## config.mk

```make
export PLATFORM = sky130hd
export DESIGN_NAME = if_stage_ctrl
export DESIGN_NICKNAME = d
export VERILOG_FILES = /design/src/rtl/if_stage_ctrl.sv
export SDC_FILE = /design/constraint.sdc
export NUM_CORES = 1
export LEC_CHECK = 0
export BUFFER_PORTS_ARGS = -buffer_cell sky130_fd_sc_hd__buf_2
export CAP_MARGIN = 20
export CORE_MARGIN = 2
export CORE_UTILIZATION = 48
export CTS_BUF_LIST = sky130_fd_sc_hd__clkbuf_8
export DETAILED_ROUTE_END_ITERATION = 6
export PLACE_DENSITY_LB_ADDON = 0.3
export SYNTH_ARGS = -nofsm -noshare
export SYNTH_HDL_FRONTEND = slang
export SYNTH_SLANG_ARGS = --single-unit
```

## constraint.sdc

```tcl
create_clock -name clk -period 1.9 [get_ports clk]
set_input_delay 0.095 -clock clk [delete_from_list [all_inputs] [get_ports clk]]
set_output_delay 0.095 -clock clk [all_outputs]
set_load 0.02 [all_outputs]
```

## src/rtl/if_stage_ctrl.sv

```systemverilog
// rtl/if_stage_ctrl.sv - fetch stage: PC, IF/ID pipeline register and stall/flush counters
module if_stage_ctrl #(
    parameter int                  WORD_LEN  = 32,
    parameter logic [WORD_LEN-1:0] RESET_PC  = '0,
    parameter int                  CNT_WIDTH = 16
) (
    input  logic                 clk,
    input  logic                 rst,
    input  logic                 freeze,
    input  logic                 branch_taken,
    input  logic [WORD_LEN-1:0]  branch_addr,
    input  logic [WORD_LEN-1:0]  instr_in,
    output logic [WORD_LEN-1:0]  instr_addr,
    output logic [WORD_LEN-1:0]  PC_ID,
    output logic [WORD_LEN-1:0]  instruction_ID,
    output logic                 valid_ID,
    output logic [CNT_WIDTH-1:0] stall_count,
    output logic [CNT_WIDTH-1:0] flush_count
);

    logic [WORD_LEN-1:0] pc;
    logic [WORD_LEN-1:0] pc_plus4;

    // Modulo-2^WORD_LEN increment: wraps silently past the top of memory.
    assign pc_plus4   = pc + WORD_LEN'(4);
    assign instr_addr = pc;

    always_ff @(posedge clk) begin
        if (rst) begin
            pc             <= RESET_PC;
            instruction_ID <= '0;
            PC_ID          <= '0;
            valid_ID       <= 1'b0;
        end else if (branch_taken) begin
            // A frozen ID instruction is wrong-path, so the branch beats freeze.
            pc             <= {branch_addr[WORD_LEN-1:2], 2'b00};
            instruction_ID <= '0;
            PC_ID          <= '0;
            valid_ID       <= 1'b0;
        end else if (!freeze) begin
            pc             <= pc_plus4;
            instruction_ID <= instr_in;
            PC_ID          <= pc_plus4;
            valid_ID       <= 1'b1;
        end
    end

    // Event counters saturate at all-ones so long runs never alias to small values.
    always_ff @(posedge clk) begin
        if (rst) begin
            stall_count <= '0;
            flush_count <= '0;
        end else if (branch_taken) begin
            if (flush_count != '1) begin
                flush_count <= flush_count + CNT_WIDTH'(1);
            end
        end else if (freeze) begin
            if (stall_count != '1) begin
                stall_count <= stall_count + CNT_WIDTH'(1);
            end
        end
    end

endmodule

```

==> results.md, run 1 <==
- Final WL: 17100 um
- Fin. Hold Viols: 0
- Area delta synth->final: 43.3%
- Leakage: 3.56 nW
- CP max stage cell: dfxtp_1
- CTS H-tree lvls: 4
- Final Power: 5.71 mW
- Num CTS Buffers: 17
- Crit end category: flop
- Final setup viols: 0
- Flops & latches, synth: 125
- Via-per-instance ratio: 5.43
- Die area: 12400 sq um
- Max-cap violations: 0
- Footprint of the multi-input gates: 2870 sq um
- Cells after Synth: 631
- PortBufs: 190
- Syn avg cell area: 8.76 sq um
- Avg WL per Cell: 16.1 um
- Share of post-route cells with drive strength above 1: 0.317
- Post-DP Area: 6870 sq um
- Vias: 5784
- Startpoint types: flop
- 1st-iter DRT viols: 483
- Initial antenna violation count: 0
- IO Pins: 197
- Initial Utilization: 0.488
- Crit path cell chain: nand4_1 -> nor3_1 -> buf_4 -> nand4b_1 -> xor2_1 -> a211oi_2
- Most common cell after layout, fill and taps aside: buf_2
- Worst-Margin Slew: 569 ps
- Sw power: 1.49 mW
- Seq/Total Area, Yosys: 0.453
- Global route overflow: 0
- Antenna Nets Post-Route: 0
- GP Congestion: 0.897
- Clock Tree Buf Depth: 2
- Sw frac: 0.261
- Yosys warnings: 0
- Max-slew headroom: 0.618
- Floorplan row count: 39
- Gate power share: 0.129
- Fin cells: 1065
- Most frequent cells in the layout: 190 x buf_2, 117 x dfxtp_1, 73 x nor2_1
- Clock share of power: 0.382
- Vias in the first global route: 5702
- FILL cells: 867
- Drt drc: 0
- EDFF count, synth: 0
- HP Class: in -> reg
- Placed Cells incl. Taps: 971
- DPL Wire Length: 11600 um
- Distinct cell type count after synthesis: 51
- Clock skew: 10.9 ps
- Async SR Flop Fraction: 0
- Register area: 2510 sq um
- Nets@finish: 981
- PwrDens: 721 nW/um^2
- Maximum VDD drop: 0.000560 V
- First-pass GRT wire length: 27500 um
- Die width: 111 um
- Maximum clock frequency: 551 MHz
- Die extent in y: 111 um
- CTS tree: built
- Worst-path maximum fanout: 12
- CP arrival: 2180 ps
- Clock slew at reported path FFs: 70 ps
- Synthesized cell area: 5530 sq um
- Clk_lat worst skew: 450 ps
- Count of pins over their slew limit: 0
- Clock sinks: 125
- Total core area: 11300 sq um
- DR pass1 iterations: 7
- Final period util: 0.956
- Crit-path max cell delay: 450 ps
- Sequential Power Share: 0.489
- Critical path class: reg -> reg
- Design area: 7920 sq um
- Status: finished clean
- GRT Util Overall: 0.274
- Clock Tree Root: clkbuf_8
- Min cycle time layout: 1820 ps
- P_int: 4.22 mW
- Ys flop type: dfxtp_1
- Pin count of the biggest net entering global routing: 43
- Req. time, crit path: 2270 ps
==> per-stage QoR <==
stage	utilization	setup TNS [ps]	setup WS, ps	hold WS [ps]
finish	0.700	0	84.3	45.3
global route	0.699	-14.1	-8.67	36.9
CTS	0.695	0	70.7	9.34
detailed placement	0.607	0	78.8	316
global placement	0.607	0	136	313
floorplan	-	-17.5	-17.5	228
==> metal layers <==
metal | up-vias | global-route usage | routed length, um
li1 | 2765 | - | -
met1 | 2703 | 0.325 | 6910
met2 | 262 | 0.457 | 8250
met3 | 54 | 0.0738 | 1300
met4 | 0 | 0.142 | 652
met5 | - | 0 | 0
==> path summary, 6_finish.rpt <==
| path | startpoint | to | slack, ps | cells past startpoint |
|---|---|---|---|---|
| max | instr_addr[12] | instr_addr[28] | 80 | 6 |
| max reg2reg | instr_addr[12] | instr_addr[28] | 80 | 6 |
| min reg2reg | PC_ID[17] | PC_ID[17] | 450 | 1 |
| min | rst | instr_addr[25] | 50 | 2 |
==> cell type report <==
type | instances | area share
multi-input combinational | 458 | 0.362
clock buffer | 22 | 0.0382
clock inverter | 8 | 0.00853
inverter | 7 | 0.00332
antenna | 1 | 0.000316
tap | 143 | 0.0226
timing repair buffer | 301 | 0.248
sequential | 125 | 0.317
==> worst max-delay path, delay by kind of cell (launching register included) <==
kind	cells	cell delay [ps]
XOR/XNOR	1	190
flip-flops	1	450
AO/OA/AOI/OAI	1	220
AND/OR/NAND/NOR	3	650
buffers and inverters	1	220
==> state kept, by name, indices dropped and copies added, names as in the netlist <==
| register | count |
|---|---|
| PC_ID | 30 |
| flush_count | 16 |
| instr_addr | 30 |
| instruction_ID | 32 |
| stall_count | 16 |
| valid_ID | 1 |
==> cell usage after synthesis (2+ instances only) <==
cell      count  share of area
a31oi_1       4         0.0045
nand2b_1      3         0.0034
nor3b_1       2         0.0027
clkbuf_2      3         0.0027
nand3_1      19          0.017
a211oi_1     10          0.014
and3_1       12          0.014
nand4_1      30          0.034
nor2_1       75          0.051
o22ai_1       7         0.0079
a22o_1       23          0.036
buf_1         3         0.0020
buf_4         4         0.0054
dfxtp_1     125           0.45
nand2_1      56          0.038
and4_1        8          0.013
and2_1        3         0.0034
mux2i_1      17          0.031
ha_1          3         0.0068
nor4_1        7         0.0079
a21oi_1      25          0.023
o211ai_1      2         0.0027
inv_1         7         0.0048
o21ai_0      32          0.029
nor3_1       19          0.017
clkbuf_1     30          0.020
buf_2         3         0.0027
xor2_1       41          0.065
nor2b_1       7         0.0079
or3_1         3         0.0034
xnor2_1      28          0.044
==> cells by family (layout without fill, tap and decap cells) <==
logic type | count (synthesis) | count (layout) | synth area share
and+or+nand+nor | 251 | 251 | 0.225
DFF | 125 | 125 | 0.453
AOI/OAI and AO/OA | 113 | 113 | 0.132
xor gates and xnor gates | 69 | 69 | 0.109
buffers and inverters | 51 | 338 | 0.0401
muxes | 18 | 18 | 0.0328
adders and majority gates | 3 | 3 | 0.00679
other | 1 | 5 | 0.000678
==> power by group through the flow <==
stage	clock [mW]	sequential, mW	combinational (mW)
after detailed placement	0	2.84	0.626
after floorplan	0	2.94	0.264
after global placement	0	2.84	0.615
after global routing	2.32	2.80	0.794
final	2.18	2.79	0.738
after CTS	2.23	2.78	0.728
==> timing repair <==
action / 4_1_cts / 5_1_grt
hold buffers: 62 / 0
endpoints found under the setup margin: 0 / 18
endpoints found under the hold margin: 62 / 0
resized for setup: 0 / 12
setup buffers: 0 / 1
Note: power is estimated with default switching activity, not from simulation.
==> run 2, diff against run 1 <==
--- a/config.mk
+++ b/config.mk
@@ -8,7 +8,7 @@
 export BUFFER_PORTS_ARGS = -buffer_cell sky130_fd_sc_hd__buf_2
 export CAP_MARGIN = 20
 export CORE_MARGIN = 2
-export CORE_UTILIZATION = 48
+export CORE_UTILIZATION = 38
 export CTS_BUF_LIST = sky130_fd_sc_hd__clkbuf_8
 export DETAILED_ROUTE_END_ITERATION = 6
 export PLACE_DENSITY_LB_ADDON = 0.3
==> constraint.sdc (replaced) <==
create_clock -name clk -period 1.91 [get_ports clk]
set_input_delay 0.0955 -clock clk [delete_from_list [all_inputs] [get_ports clk]]
set_output_delay 0.0955 -clock clk [all_outputs]
set_load 0.02 [all_outputs]
==> run 2 against run 1 <==
Combinational power is essentially flat. Critical path depth shrank 1. Routed wire length shrank 1.4%. Non-clock buffer count grew 1. Register-to-register slack is essentially flat. Global-route usage shrank 5.7 points. Power shrank 3.5%. Clock power shrank 8%. Final cell count grew 4.0%. Count of clock-buffer cells in the layout shrank 5.
==> results.md, run 2 (same netlist as run 1, synthesis figures left out) <==
- Status: finished clean
- Clock Tree Buf Depth: 2
- Initial Utilization: 0.385
- Min cycle time layout: 1810 ps
- Crit path cell chain: nand4_1 -> or4_4 -> o21ai_1 -> mux2i_1 -> nor2_1
- CTS tree: built
- Avg WL per Cell: 15.2 um
- PwrDens: 694 nW/um^2
- Clock share of power: 0.364
- First-pass GRT wire length: 27000 um
- Maximum VDD drop: 0.000429 V
- Most frequent cells in the layout: 190 x buf_2, 118 x dfxtp_1, 73 x nor2_1
- Crit end category: flop
- Clock slew at reported path FFs: 80 ps
- Post-DP Area: 6940 sq um
- Gate power share: 0.134
- Most common cell after layout, fill and taps aside: buf_2
- Clock skew: 13.1 ps
- PortBufs: 190
- DPL Wire Length: 11200 um
- Setup TNS: 0 ps
- Design area: 7940 sq um
- Leakage: 3.55 nW
- Global route overflow: 0
- Max FFs per register: 32
- Final setup viols: 0
- Max-cap violations: 0
- DR pass1 iterations: 4
- Num CTS Buffers: 17
- Pin count of the biggest net entering global routing: 52
- Fin. Hold Viols: 0
- RSZ-0062 raised after global routing: no
- Count of pins over their slew limit: 0
- P_int: 3.92 mW
- Die width: 125 um
- Worst-path maximum fanout: 5
- CTS H-tree lvls: 4
- Placed Cells incl. Taps: 1013
- Final WL: 16900 um
- GP Congestion: 0.832
- Vias: 5587
- Area delta synth->final: 43.6%
- Floorplan row count: 44
- Fin cells: 1108
- Crit-path max cell delay: 610 ps
- Fin util: 0.552
- Via-per-instance ratio: 5.04
- Req. time, crit path: 2220 ps
- Clk_lat worst skew: 440 ps
- Largest Register: instruction_ID
- Critical path class: reg -> reg
- Maximum clock frequency: 552 MHz
- GRT Util Overall: 0.216
- Antenna Nets Post-Route: 0
- Drt drc: 0
- Startpoint types: flop
- Die extent in y: 125 um
- Share of post-route cells with drive strength above 1: 0.316
- CP max stage cell: or4_4
- Sequential Power Share: 0.501
- Final period util: 0.949
- Clock Tree Root: clkbuf_8
- 1st-iter DRT viols: 309
- Sw power: 1.59 mW
- Die area: 15500 sq um
- Clock sinks: 125
- Vias in the first global route: 5317
- IO Pins: 197
- CP arrival: 2130 ps
- Nets@finish: 982
- Diode count: 0
- Total core area: 14400 sq um
- Initial antenna violation count: 0
- HP Class: in -> reg
- Sw frac: 0.289
==> run 2: changes by cell type in the layout (fill, tap and decap cells not counted), sizes merged <==
cell and change:
bufinv -1, diode -1, clkinvlp -1, buf +1
clkbuf -5, clkinv +9
==> run 2: repair_timing <==
item,4_1_cts,5_1_grt
resized for setup,0,9
endpoints found under the setup margin,0,17
setup buffers,0,1
hold endpoints to repair,62,0
hold buffers,62,0
==> run 2: area by class of cell <==
cell class,instances,area (sq um)
fillers,1329,6430
well taps,184,230
clock inverters,15,103
multi-input cells,458,2850
clock buffers,17,234
flip-flops and latches,125,2510
repair buffers,302,1980
inverters,7,26.3
==> run 2: power by group through the flow <==
| stage | Clock (mW) | Sequential (mW) | Combinational [mW] |
|---|---|---|---|
| after global placement | 0 | 2.82 | 0.627 |
| after detailed placement | 0 | 2.82 | 0.632 |
| after CTS | 2.06 | 2.76 | 0.735 |
| after global routing | 2.19 | 2.78 | 0.796 |
| final | 2.01 | 2.76 | 0.739 |
| after floorplan | 0 | 2.92 | 0.262 |
==> run 2: path summary, 6_finish.rpt <==
kind	start	end	slack [ps]	depth (start not counted)
worst min register to register	PC_ID[25]	PC_ID[25]	450	2
worst max register to register	flush_count[15]	flush_count[1]	100	5
worst max-delay path	flush_count[15]	flush_count[1]	100	5
worst min-delay path	rst	valid_ID	180	3
==> run 2: metal layers <==
metal | global-route usage | up-vias | part of all wire
met4 | 0.0872 | 0 | 0.026
met1 | 0.262 | 2585 | 0.43
met2 | 0.366 | 190 | 0.49
li1 | - | 2776 | -
met3 | 0.0571 | 36 | 0.056
met5 | 0 | - | 0
==> run 2: through the flow <==
stage	hold slack [ps]	setup slack [ps]	total power [mW]
after floorplan	229	-7.54	3.18
after global placement	311	105	3.44
after CTS	143	22.4	5.55
final	177	97.1	5.51
after detailed placement	318	29.0	3.45
after global routing	171	6.87	5.77
==> run 2: critical path: cells and delay by family (launching register included) <==
kind,cells,cell delay [ps]
simple gates,3,810
compound gates,1,290
mux,1,220
flops,1,370
==> run 3, diff against run 2 <==
==> constraint.sdc (replaced) <==
create_clock -name clk -period 2.3 [get_ports clk]
set_input_delay 0.115 -clock clk [delete_from_list [all_inputs] [get_ports clk]]
set_output_delay 0.115 -clock clk [all_outputs]
set_load 0.02 [all_outputs]
==> run 3 against run 2 <==
Power shrank 12%. Worst hold slack lost 120 ps. Routed wire length shrank 5.2%. Clock skew shrank 2.0 ps. Clock power is essentially flat. Flip-flop and latch count is the same. Non-clock buffer count shrank 30. Critical path depth grew 1. Combinational power shrank 24%. Utilization shrank 1.6 points.
==> results.md, run 3 (same netlist as run 1, synthesis figures left out) <==
- Status: finished clean
- IO Pins: 197
- Count of pins over their slew limit: 0
- Clk_lat worst skew: 440 ps
- Drt drc: 0
- Vias in the first global route: 5029
- Footprint of the multi-input gates: 2820 sq um
- Sequential Power Share: 0.474
- Final setup viols: 0
- Total core area: 14400 sq um
- Max FFs per register: 32
- Most common cell after layout, fill and taps aside: buf_2
- CP arrival: 2430 ps
- First-pass GRT wire length: 25700 um
- CTS tree: built
- Die area: 15500 sq um
- Avg WL per Cell: 14.9 um
- Global route overflow: 0
- DPL Wire Length: 10800 um
- Maximum VDD drop: 0.000433 V
- Worst Setup Slack post-DPL: 275 ps
- Clock Tree Buf Depth: 2
- RSZ-0062 raised after global routing: no
- Crit end category: flop
- Clock slew at reported path FFs: 70 ps
- Clock skew: 11.1 ps
- Final period util: 0.914
- Sw power: 1.26 mW
- Clock sinks: 125
- Most frequent cells in the layout: 190 x buf_2, 125 x dfxtp_1, 74 x nor2_1
- Clock Tree Root: clkbuf_8
- FILL cells: 1347
- DR pass1 iterations: 4
- Worst-Margin Slew: 786 ps
- Clock share of power: 0.410
- Diode count: 0
- PortBufs: 190
- Die extent in y: 125 um
- Via-per-instance ratio: 4.99
- Initial antenna violation count: 0
- Gate power share: 0.116
- Critical path class: reg -> reg
- Largest Register: instruction_ID
- Antenna Nets Post-Route: 0
- Area delta synth->final: 39.5%
- Pin count of the biggest net entering global routing: 42
- Setup WS post-layout: 197 ps
- Sw frac: 0.259
- Leakage: 3.41 nW
- PwrDens: 631 nW/um^2
- Floorplan row count: 44
- Num CTS Buffers: 17
- GP Congestion: 0.842
- GRT Util Overall: 0.203
- HP Class: in -> reg
- CTS H-tree lvls: 4
- Setup TNS: 0 ps
- Min cycle time layout: 2100 ps
- Post-CTS setup buffers: 0
- Max-cap violations: 0
- Maximum clock frequency: 475 MHz
- Die width: 125 um
- Worst-path maximum fanout: 6
- Share of post-route cells with drive strength above 1: 0.279
- P_int: 3.61 mW
- Req. time, crit path: 2630 ps
- Post_cts resized: 0
- Initial Utilization: 0.385
- Max-slew headroom: 0.475
- Fin. Hold Viols: 0
- Final WL: 16000 um
- Register area: 2500 sq um
- Nets@finish: 952
- Startpoint types: flop
- Vias: 5384
- 1st-iter DRT viols: 291
-- run 3: changes by cell type in the layout (fill, tap and decap cells not counted), sizes merged --
| cell | delta |
|---|---|
| buf | -29 |
| clkinv | -9 |
| bufinv | +3 |
| clkinvlp | +3 |
| clkbuf | +2 |
| dlygate4sd3 | -1 |
| inv | +1 |
-- run 3: metal layers --
layer  vias to the layer above  GRT usage  wire, um
met2                       173      0.322      7290
met4                         0     0.0945       396
met3                        28     0.0490      1040
met1                      2469      0.262      7300
met5                         -          0         0
li1                       2714          -         -
-- run 3: repair_timing --
item                                    CTS  global route
endpoints found under the hold margin    61             0
endpoints found under the setup margin    0             0
hold buffers                             61             0
-- run 3: power by group through the flow --
stage | sequential [mW] | clock, mW | combinational [mW]
3_3_place_gp | 2.35 | 0 | 0.479
2_1_floorplan | 2.43 | 0 | 0.217
6_report | 2.31 | 1.99 | 0.565
3_5_place_dp | 2.36 | 0 | 0.483
5_1_grt | 2.32 | 2.15 | 0.612
4_1_cts | 2.31 | 2.05 | 0.566
-- run 3: path summary, 6_finish.rpt --
| check | from | endpoint | slack [ps] | cells after the start |
|---|---|---|---|---|
| max | instr_addr[2] | PC_ID[30] | 200 | 6 |
| max reg2reg | instr_addr[2] | PC_ID[30] | 200 | 6 |
| min | branch_addr[10] | instr_addr[10] | 60 | 4 |
| min reg2reg | PC_ID[9] | PC_ID[9] | 450 | 2 |
-- run 3: cell type report --
| cell class | count | area share |
|---|---|---|
| clock buffer | 19 | 0.0339 |
| clock inverter | 13 | 0.0195 |
| inverter | 7 | 0.00341 |
| multi-input combinational | 458 | 0.366 |
| sequential | 125 | 0.324 |
| tap | 184 | 0.0298 |
| timing repair buffer | 272 | 0.223 |
-- run 3: per-stage QoR --
step / power, mW / std cells / cell area, sq um / hold WS, ps / utilization
after floorplan: 2.64 / 634 / 5540 / 248 / -
after global placement: 2.83 / 985 / 6690 / 331 / 0.466
after detailed placement: 2.84 / 985 / 6690 / 335 / 0.466
after CTS: 4.92 / 1078 / 7710 / 20.4 / 0.537
after global routing: 5.08 / 1078 / 7710 / 104 / 0.537
final: 4.87 / 1078 / 7710 / 55.5 / 0.537
-- run 3: critical path, cell delays in order (launching register included) --
cell,delay (ps)
dfxtp_1,440
ha_1,260
nand4_1,230
nor4_1,580
nand2_1,140
xnor2_1,170
a22o_1,180
